$ cat src/rtl/servant_mdu_pkg.sv
// Shared types and helpers for the iterative RV32M multiply/divide unit.
package servant_mdu_pkg;

   localparam int unsigned XLEN  = 32;
   localparam int unsigned ITER  = 32;
   localparam int unsigned CNT_W = 5;

   typedef enum logic [2:0] {
      MDU_MUL    = 3'b000,
      MDU_MULH   = 3'b001,
      MDU_MULHSU = 3'b010,
      MDU_MULHU  = 3'b011,
      MDU_DIV    = 3'b100,
      MDU_DIVU   = 3'b101,
      MDU_REM    = 3'b110,
      MDU_REMU   = 3'b111
   } mdu_op_e;

   typedef enum logic [1:0] {
      ST_IDLE = 2'd0,
      ST_BUSY = 2'd1,
      ST_FIN  = 2'd2,
      ST_HOLD = 2'd3
   } mdu_state_e;

   // rs1 is signed for MULH, MULHSU, DIV, REM
   function automatic logic rs1_signed(input logic [2:0] f);
      return f[2] ? !f[0] : (f[1:0] == 2'b01 || f[1:0] == 2'b10);
   endfunction

   // rs2 is signed for MULH, DIV, REM
   function automatic logic rs2_signed(input logic [2:0] f);
      return f[2] ? !f[0] : (f[1:0] == 2'b01);
   endfunction

endpackage

$ cat src/rtl/servant_mdu_core.sv
// Bit-serial datapath: one shared 33b add/sub, hi/lo shift registers and the iteration counter.
module servant_mdu_core
   import servant_mdu_pkg::*;
#(
   parameter bit RST_DATA = 1'b0
) (
   input  logic            i_clk,
   input  logic            i_rst,
   input  logic            i_start,
   input  logic            i_step,
   input  logic            i_div,
   input  logic [XLEN-1:0] i_opa,
   input  logic [XLEN-1:0] i_opl,
   output logic [XLEN-1:0] o_hi,
   output logic [XLEN-1:0] o_lo,
   output logic            o_last_c
);

   logic [XLEN-1:0]  hi;
   logic [XLEN-1:0]  lo;
   logic [XLEN-1:0]  opa;
   logic [CNT_W-1:0] cnt;
   logic [XLEN:0]    x;
   logic [XLEN+1:0]  sum;
   logic [XLEN:0]    mul_s;

   // mul: hi + multiplicand; div: {rem,next dividend bit} - divisor, sum[33] = no borrow
   always_comb begin
      x     = i_div ? {hi, lo[XLEN-1]} : {1'b0, hi};
      sum   = {1'b0, x} + (i_div ? {2'b01, ~opa} : {2'b00, opa}) + (XLEN+2)'(i_div);
      mul_s = lo[0] ? sum[XLEN:0] : x;
   end

   always_ff @(posedge i_clk) begin
      if (i_rst)
         cnt <= '0;
      else if (i_start)
         cnt <= '0;
      else if (i_step)
         cnt <= cnt + CNT_W'(1);
   end

   // lo holds the multiplier (shifted out LSB first) or dividend/quotient (shifted MSB first)
   always_ff @(posedge i_clk) begin
      if (RST_DATA && i_rst) begin
         hi  <= '0;
         lo  <= '0;
         opa <= '0;
      end else if (i_start) begin
         hi  <= '0;
         lo  <= i_opl;
         opa <= i_opa;
      end else if (i_step) begin
         if (i_div) begin
            hi <= sum[XLEN+1] ? sum[XLEN-1:0] : x[XLEN-1:0];
            lo <= {lo[XLEN-2:0], sum[XLEN+1]};
         end else begin
            hi <= mul_s[XLEN:1];
            lo <= {mul_s[0], lo[XLEN-1:1]};
         end
      end
   end

   assign o_hi     = hi;
   assign o_lo     = lo;
   assign o_last_c = (cnt == CNT_W'(ITER - 1));

endmodule

$ cat src/rtl/servant_mdu.sv
// RV32M multiply/divide unit for servant: FSM, operand abs/negate and result select.
module servant_mdu
   import servant_mdu_pkg::*;
#(
   parameter string RESET_STRATEGY = "MINI"
) (
   input  logic            i_clk,
   input  logic            i_rst,
   input  logic            i_valid,
   input  logic [XLEN-1:0] i_rs1,
   input  logic [XLEN-1:0] i_rs2,
   input  logic [2:0]      i_funct3,
   output logic [XLEN-1:0] o_rd,
   output logic            o_ready
);

   // Control state always resets so an aborted op can never complete
   localparam bit RST_RD  = (RESET_STRATEGY != "NONE");
   localparam bit RST_ALL = (RESET_STRATEGY != "NONE") && (RESET_STRATEGY != "MINI");

   mdu_state_e      state;
   mdu_op_e         op;
   logic            neg_res;
   logic            sa;
   logic            sb;
   logic [XLEN-1:0] abs_a;
   logic [XLEN-1:0] abs_b;
   logic            neg_c;
   logic            start_c;
   logic            step_c;
   logic            last_c;
   logic [XLEN-1:0] hi;
   logic [XLEN-1:0] lo;
   logic [2*XLEN-1:0] prod_n;
   logic [XLEN-1:0] res_c;

   always_comb begin
      sa    = i_rs1[XLEN-1] & rs1_signed(i_funct3);
      sb    = i_rs2[XLEN-1] & rs2_signed(i_funct3);
      abs_a = sa ? -i_rs1 : i_rs1;
      abs_b = sb ? -i_rs2 : i_rs2;
      unique case (mdu_op_e'(i_funct3))
         MDU_MULH:   neg_c = sa ^ sb;
         MDU_MULHSU: neg_c = sa;
         MDU_DIV:    neg_c = (sa ^ sb) & (i_rs2 != '0);
         MDU_REM:    neg_c = sa;
         default:    neg_c = 1'b0;
      endcase
   end

   assign start_c = (state == ST_IDLE) && i_valid;
   assign step_c  = (state == ST_BUSY);

   servant_mdu_core #(.RST_DATA(RST_ALL)) u_core (
      .i_clk    (i_clk),
      .i_rst    (i_rst),
      .i_start  (start_c),
      .i_step   (step_c),
      .i_div    (op[2]),
      .i_opa    (i_funct3[2] ? abs_b : abs_a),
      .i_opl    (i_funct3[2] ? abs_a : abs_b),
      .o_hi     (hi),
      .o_lo     (lo),
      .o_last_c (last_c)
   );

   // div leaves rem in hi and quotient in lo; mul leaves the 64b product in {hi,lo}
   always_comb begin
      prod_n = neg_res ? -{hi, lo} : {hi, lo};
      unique case (op)
         MDU_MUL:                         res_c = lo;
         MDU_MULH, MDU_MULHSU, MDU_MULHU: res_c = prod_n[2*XLEN-1:XLEN];
         MDU_DIV, MDU_DIVU:               res_c = neg_res ? -lo : lo;
         default:                         res_c = neg_res ? -hi : hi;
      endcase
   end

   always_ff @(posedge i_clk) begin
      if (i_rst) begin
         state   <= ST_IDLE;
         o_ready <= 1'b0;
         if (RST_RD)
            o_rd <= '0;
         if (RST_ALL) begin
            op      <= MDU_MUL;
            neg_res <= 1'b0;
         end
      end else begin
         o_ready <= 1'b0;
         unique case (state)
            ST_IDLE:
               if (i_valid) begin
                  op      <= mdu_op_e'(i_funct3);
                  neg_res <= neg_c;
                  state   <= ST_BUSY;
               end
            ST_BUSY:
               if (last_c)
                  state <= ST_FIN;
            ST_FIN: begin
               o_rd    <= res_c;
               o_ready <= 1'b1;
               state   <= ST_HOLD;
            end
            // wait for valid to drop so a stale request is not relaunched
            ST_HOLD:
               if (!i_valid)
                  state <= ST_IDLE;
            default:
               state <= ST_IDLE;
         endcase
      end
   end

endmodule
$ cat config.mk
export PLATFORM = sky130hd
export DESIGN_NAME = servant_mdu
export DESIGN_NICKNAME = d
export VERILOG_FILES = /design/src/rtl/servant_mdu_pkg.sv /design/src/rtl/servant_mdu_core.sv /design/src/rtl/servant_mdu.sv
export SDC_FILE = /design/constraint.sdc
export NUM_CORES = 1
export LEC_CHECK = 0
export BUFFER_PORTS_ARGS = -buffer_cell sky130_fd_sc_hd__buf_2
export CORE_ASPECT_RATIO = 0.6
export CORE_UTILIZATION = 30
export CTS_CLUSTER_DIAMETER = 40
export DETAILED_ROUTE_END_ITERATION = 12
export PLACE_DENSITY_LB_ADDON = 0.25
export SLEW_MARGIN = 20
export SYNTH_ARGS = -nofsm -noshare
export SYNTH_HDL_FRONTEND = slang
export SYNTH_SLANG_ARGS = --single-unit
$ cat constraint.sdc
create_clock -name i_clk -period 6.3 [get_ports i_clk]
set_input_delay 0.945 -clock i_clk [delete_from_list [all_inputs] [get_ports i_clk]]
set_output_delay 0.945 -clock i_clk [all_outputs]
set_load 0.01 [all_outputs]
==> results.yml, run 1 <==
outcome:
  status: "complete, but fails checks"
  violations: "DRC"
place:
  dp_hpwl_mm: 39.5
  placed_area_um2: 14200
  gp_congestion: 0.972
  dpl.cell_count: 2219
  io_buffers: 102
route:
  drc: 6
  vias_per_cell: 5.82
  post_drt_wl_per_cell_um: 22.8
  wl_mm: 51.4
  vias: 13100
  ant_nets: 0
  drt-initial-drc-count: 1615
  dr.pass1.iters: 12
cts:
  cts_buffer_depth: 2
  clockRootBuffer: "clkbuf_16"
  cts_setup_buffers: 0
  clkSinkCount: 140
  postCtsHoldBufs: 0
  cts_resized: 0
  clk_pin_slew_ns: 0.07
  worstSkewPairLatency_ns: 0.46
  cts_tree: "built"
  htree_levels: 4
  numCtsBuffers: 17
yosys:
  yosys.area_share.simple_pct: 17.4
  synthFlopType: "dfxtp_1"
  synth_nets: 1767
  synth_compound_area_share_pct: 23.8
  syn_area_um2: 13300
  netlist_instances: 1652
  synth_top_area_share_pct: 15.4
  ys_ff_latch: 140
  synth_area_per_cell_um2: 8.05
  yosysWarningCount: 0
  synthAdderAreaFrac_pct: 4.29
  yosys.area_share.xor_xnor_pct: 12.0
  synth_edf_count: 68
  synthTopCellsByArea: "edfxtp_1, dfxtp_1, mux2i_1"
  synth_area_leader_cell: "edfxtp_1"
  synth_top_family_by_area: "compound AO/OA/AOI/OAI gates"
  async_reset_ff_share_pct: 0
  synth_mux_area_share_pct: 11.5
  synth.distinct_cells: 81
  seq_area_frac_synth_pct: 26.2
final_layout:
  num-fill-cells: 4642
  drive_gt1_share_pct: 12.8
  diodes: 0
  syn2layout_area_growth_pct: 11.1
  finalInstanceArea_um2: 14800
  stdcell_count: 2251
  finalNetCount: 1774
  final_util_pct: 33.9
timing:
  skew_ns: 0.00891
  hold_ws_ns: 0.435
  maxSlewHeadroom_pct: 33.5
  period_share_pct: 75.7
  worstMarginPinSlew_ns: 0.997
  setup_viol: 0
  hold_viol_final: 0
  fin_crit_ns: 4.77
  max_clock_freq_mhz: 210
  rsz0062_at_grt: "no"
  setup-tns-final_ns: 0
  slew_violations: 0
worst_setup_path:
  cp_cell_sequence: "buf_4 -> o21ai_0 -> ha_1 -> a21oi_1 -> o21ai_0 -> nor3_1 -> nand3_1 -> a31oi_1 -> o21ba_2 -> nand2b_1 -> o21ai_0 -> a21o_1"
  r2r-start: "op[2]$_DFFE_PP_"
  max_stage_delay_ns: 0.70
  critPathLaunch: "op[2]$_DFFE_PP_"
  cp_common_cell: "o21ai_0"
  endpoint_kind: "register"
  cp-start-kind: "register"
  slowest_stage: "buf_4"
  worstSetupPathType: "register to register"
  crit_arrival_ns: 4.98
  worstPathRequired_ns: 6.51
  crit_fanout: 55
floorplanning:
  dieArea_um2: 45200
  start_util_pct: 30.5
  ioPinCount: 103
  dieHeight_um: 165
  std_cell_rows: 59
  coreArea_um2: 43600
  die_x_um: 274
worst_hold_path:
  min_path_type: "register to register"
  hp-start: "o_rd[15]$_SDFFE_PP0P_"
global_route:
  grt_max_degree: 79
  met3_usage_pct: 6.48
  grt_pass1_vias: 12200
  grt_pass1_wl_mm: 77.3
  met2_usage_pct: 29.6
  antenna_found_initial: 2
  grtUsageTotal_pct: 22.8
  grt_busiest_layer: "met1"
  gr-usage-met1_pct: 35.7
  grt-ovfl-total: 0
power:
  power_density_nw_per_um2: 501
  ir_drop_mv: 0.211
  power_leakage_nw: 5.99
run:
  drv_cap: 0
==> synth_stat cells, drive strengths merged (23+ instances only) <==
master  count
o21ai     139
edfxtp     68
o31ai      31
dfxtp      72
clkbuf    114
nand2     162
inv        30
mux2i     114
mux2       35
a21o       36
nor3       36
a221oi     23
xor2      101
xnor2      81
ha         44
nor2      119
a21oi     125
==> final cells by class <==
type / instances / area [um^2] / area share (%)
repair buffers: 123 / 681 / 4.61
multi-input cells: 1345 / 9190 / 62.2
well taps: 579 / 724 / 4.90
clock inverters: 11 / 81.3 / 0.550
inverters: 32 / 120 / 0.813
flip-flops and latches: 140 / 3480 / 23.6
clock buffers: 21 / 492 / 3.33
==> placed cells by master, fill, tap and decap left out, drive strengths merged, types with 6 or more instances in the layout <==
master    n
nand2   162
o21ai   139
a21oi   125
buf     123
nor2    119
mux2i   114
xor2    101
xnor2    81
dfxtp    72
edfxtp   68
ha       44
a21o     36
nor3     36
mux2     35
inv      34
o31ai    31
a221oi   23
nand3    21
a211oi   21
clkbuf   21
or4      21
or3      18
nand2b   18
nor4     15
o41ai    14
a31oi    13
nand4    13
nor2b    12
o211ai   12
o221ai   11
and2     10
o21bai    9
a22o      9
clkinv    8
and3      7
or2       7
o22ai     6
==> where the power goes <==
group,internal (mW),switching (mW)
Clock,0.562,0.465
Sequential,1.38,0.720
Combinational,1.66,2.61
Total,3.60,3.80
==> per-layer routing <==
layer | wire length [um] | share of wire, % | up-vias
met5 | 0 | 0 | -
met4 | 729 | 1.4 | 0
met3 | 5170 | 10 | 40
met2 | 19000 | 37 | 628
met1 | 26500 | 52 | 6335
li1 | - | - | 6103
==> final timing paths <==
kind | to | slack (ns) | depth (start not counted)
setup reg to reg | u_core.o_lo[0]$_DFFE_PP_ | 1.53 | 12
setup / recovery | u_core.o_lo[0]$_DFFE_PP_ | 1.53 | 12
hold reg to reg | o_rd[15]$_SDFFE_PP0P_ | 0.44 | 2
hold / removal | o_rd[15]$_SDFFE_PP0P_ | 0.44 | 2
==> per-stage QoR <==
| step | power [mW] | setup WS (ns) |
|---|---|---|
| after floorplan | 4.89 | 1.50 |
| after global placement | 6.24 | 1.85 |
| after detailed placement | 6.25 | 1.64 |
| after CTS | 7.29 | 1.61 |
| after global routing | 7.89 | 1.24 |
| final | 7.40 | 1.53 |
==> critical path, delay by kind of cell (launching register included) <==
family                     cells  cell delay (ns)
DFF                            1             0.62
and+or+nand+nor                3             0.97
adders and majority gates      1             0.42
buffers and inverters          1             0.70
AOI/OAI and AO/OA              7             1.74
==> registers in the layout, summed over array words and instances (netlist names) <==
register / cells
o_rd: 32
u_core.o_hi: 32
u_core.o_lo: 32
u_core.opa: 32
u_core.cnt: 5
op: 3
state: 2
neg_res: 1
o_ready: 1
==> cell families (layout without fill, tap and decap cells) <==
group	count (synthesis)	after routing
AOI/OAI and AO/OA	492	492
and+or+nand+nor	477	477
xor gates and xnor gates	182	182
buffers and inverters	167	187
muxes	149	149
DFF	140	140
adders and majority gates	45	45
No activity file was read; power rests on OpenSTA's default activity.
==> run 2, diff against run 1 <==
==> constraint.sdc (replaced) <==
create_clock -name i_clk -period 4.1 [get_ports i_clk]
set_input_delay 0.615 -clock i_clk [delete_from_list [all_inputs] [get_ports i_clk]]
set_output_delay 0.615 -clock i_clk [all_outputs]
set_load 0.01 [all_outputs]
==> run 2 against run 1 <==
The flow still finishes with violations (DRC). Worst hold slack lost 0.034 ns. First-iteration DRC count grew 0.37%. Global-route usage grew 0.52 points. Sequential share of layout area shrank 0.99 points. Largest cell class unchanged.
==> results.yml, run 2 (synthesis results as in run 1) <==
floorplanning:
  start_util_pct: 30.5
  std_cell_rows: 59
  coreArea_um2: 43600
  die_x_um: 274
  dieArea_um2: 45200
  dieHeight_um: 165
  ioPinCount: 103
final_layout:
  layout_common_cells: "nand2_1, o21ai_0, a21oi_1"
  finalInstanceArea_um2: 15400
  diodes: 0
  num-fill-cells: 4567
  finalNetCount: 1849
  drive_gt1_share_pct: 16.5
  syn2layout_area_growth_pct: 15.9
  layout_commonest_cell: "nand2_1"
worst_hold_path:
  min_path_type: "input pin to register"
  hold_depth: 1
  hp-start: "i_funct3[1]"
  hold_path_end: "op[1]$_DFFE_PP_"
worst_setup_path:
  r2r-start: "op[2]$_DFFE_PP_"
  worstPathRequired_ns: 4.49
  reg2reg_depth: 14
  cp_cell_sequence: "buf_12 -> buf_12 -> xor2_1 -> ha_1 -> a21oi_1 -> o21ai_0 -> nor3_1 -> nand3_1 -> a31oi_1 -> o21ba_2 -> nand2b_1 -> buf_4 -> mux2_2 -> a21oi_1"
  crit_arrival_ns: 4.23
  slowest_stage: "edfxtp_1"
  r2r_end: "u_core.o_hi[23]$_SDFFE_PP0P_"
  max_stage_delay_ns: 0.37
  crit_fanout: 33
  reg2reg_slack_ns: 0.26
  worstSetupPathType: "register to register"
  endpoint_kind: "register"
  cp-start-kind: "register"
power:
  power_density_nw_per_um2: 785
  power_leakage_nw: 6.39
  ir_drop_mv: 0.380
cts:
  cts_setup_buffers: 0
  cts_resized: 0
  numCtsBuffers: 17
  htree_levels: 4
  clk_pin_slew_ns: 0.07
  cts_buffer_depth: 2
  clockRootBuffer: "clkbuf_16"
  worstSkewPairLatency_ns: 0.47
  postCtsHoldBufs: 0
  clkSinkCount: 140
  cts_tree: "built"
route:
  dr.pass1.iters: 10
  ant_nets: 0
  post_drt_wl_per_cell_um: 22.6
  drt-initial-drc-count: 1621
  drc: 6
  vias_per_cell: 5.78
  vias: 13400
  wl_mm: 52.7
timing:
  hold_viol_final: 0
  max_clock_freq_mhz: 261
  fin_crit_ns: 3.84
  slew_violations: 0
  setup-tns-final_ns: 0
  worstMarginPinSlew_ns: 0.955
  period_share_pct: 93.6
  maxSlewHeadroom_pct: 35.5
  skew_ns: 0.0152
  setup_ws_ns: 0.262
  setup_viol: 0
  rsz0062_at_grt: "no"
place:
  place_ws_ns: 0.342
  placed_area_um2: 14800
  io_buffers: 102
  dp_hpwl_mm: 41.6
  gp_congestion: 0.967
global_route:
  grt_max_degree: 61
  antenna_found_initial: 1
  grtUsageTotal_pct: 23.4
  grt-ovfl-total: 0
  grt_pass1_vias: 12600
  grt_pass1_wl_mm: 79.4
outcome:
  status: "complete, but fails checks"
  violations: "DRC"
run:
  drv_cap: 0
-- run 2: cell count changes in the layout (fill, tap and decap cells not counted), moves of 3 or more --
cell and delta:
buf_4 +72, inv_8 +8, buf_12 +3, clkbuf_8 -3, clkinv_2 -3
-- run 2: metal layers --
layer,up-vias,global-route usage (%),wire length [um]
met3,53,6.54,5720
met1,6508,36.5,26500
li1,6245,-,-
met4,2,4.42,689
met2,631,30.7,19700
met5,-,0,9
-- run 2: worst max-delay path: cells and delay by family, from the launching register on --
family	cells	cell delay, ns
AO/OA/AOI/OAI	5	1.09
XOR/XNOR	1	0.31
adder cells (fa/ha/maj)	1	0.36
buffers and inverters	3	0.64
flip-flops	1	0.37
multiplexers	1	0.34
AND/OR/NAND/NOR	3	0.63
-- run 2: through the flow --
step | instances | hold slack [ns] | util [%] | power (mW)
6_report | 2326 | 0.401 | 35.4 | 12.1
4_1_cts | 2326 | 0.385 | 35.4 | 11.9
2_1_floorplan | 1652 | 0.463 | - | 7.53
5_1_grt | 2326 | 0.380 | 35.4 | 12.9
3_5_place_dp | 2294 | 0.440 | 34.0 | 10.2
3_3_place_gp | 2294 | 0.432 | 34.0 | 10.2
-- run 2: layout make-up --
| cell class | count | area [um^2] | share of cell area, % |
|---|---|---|---|
| clock inverters | 15 | 189 | 1.23 |
| well taps | 579 | 724 | 4.70 |
| repair buffers | 198 | 1280 | 8.31 |
| flip-flops and latches | 140 | 3480 | 22.6 |
| multi-input cells | 1345 | 9200 | 59.6 |
| inverters | 32 | 120 | 0.779 |
| clock buffers | 17 | 425 | 2.76 |
-- run 2: how the worst max path moves through the flow --
| stage | start | to |
|---|---|---|
| floorplan | op[2]$_DFFE_PP_ | u_core.o_hi[16]$_SDFFE_PP0P_ |
| global placement | op[2]$_DFFE_PP_ | u_core.o_hi[24]$_SDFFE_PP0P_ |
| detailed placement | op[2]$_DFFE_PP_ | u_core.o_hi[23]$_SDFFE_PP0P_ |
| CTS | op[2]$_DFFE_PP_ | u_core.o_hi[23]$_SDFFE_PP0P_ |
| global route | op[2]$_DFFE_PP_ | u_core.o_hi[23]$_SDFFE_PP0P_ |
| finish | op[2]$_DFFE_PP_ | u_core.o_hi[23]$_SDFFE_PP0P_ |
-- run 2: report_power, final --
group	switching, mW	total [mW]	internal, mW
clock network	0.787	1.67	0.884
registers	0.593	2.71	2.12
logic	4.79	7.72	2.94
total	6.17	12.1	5.94
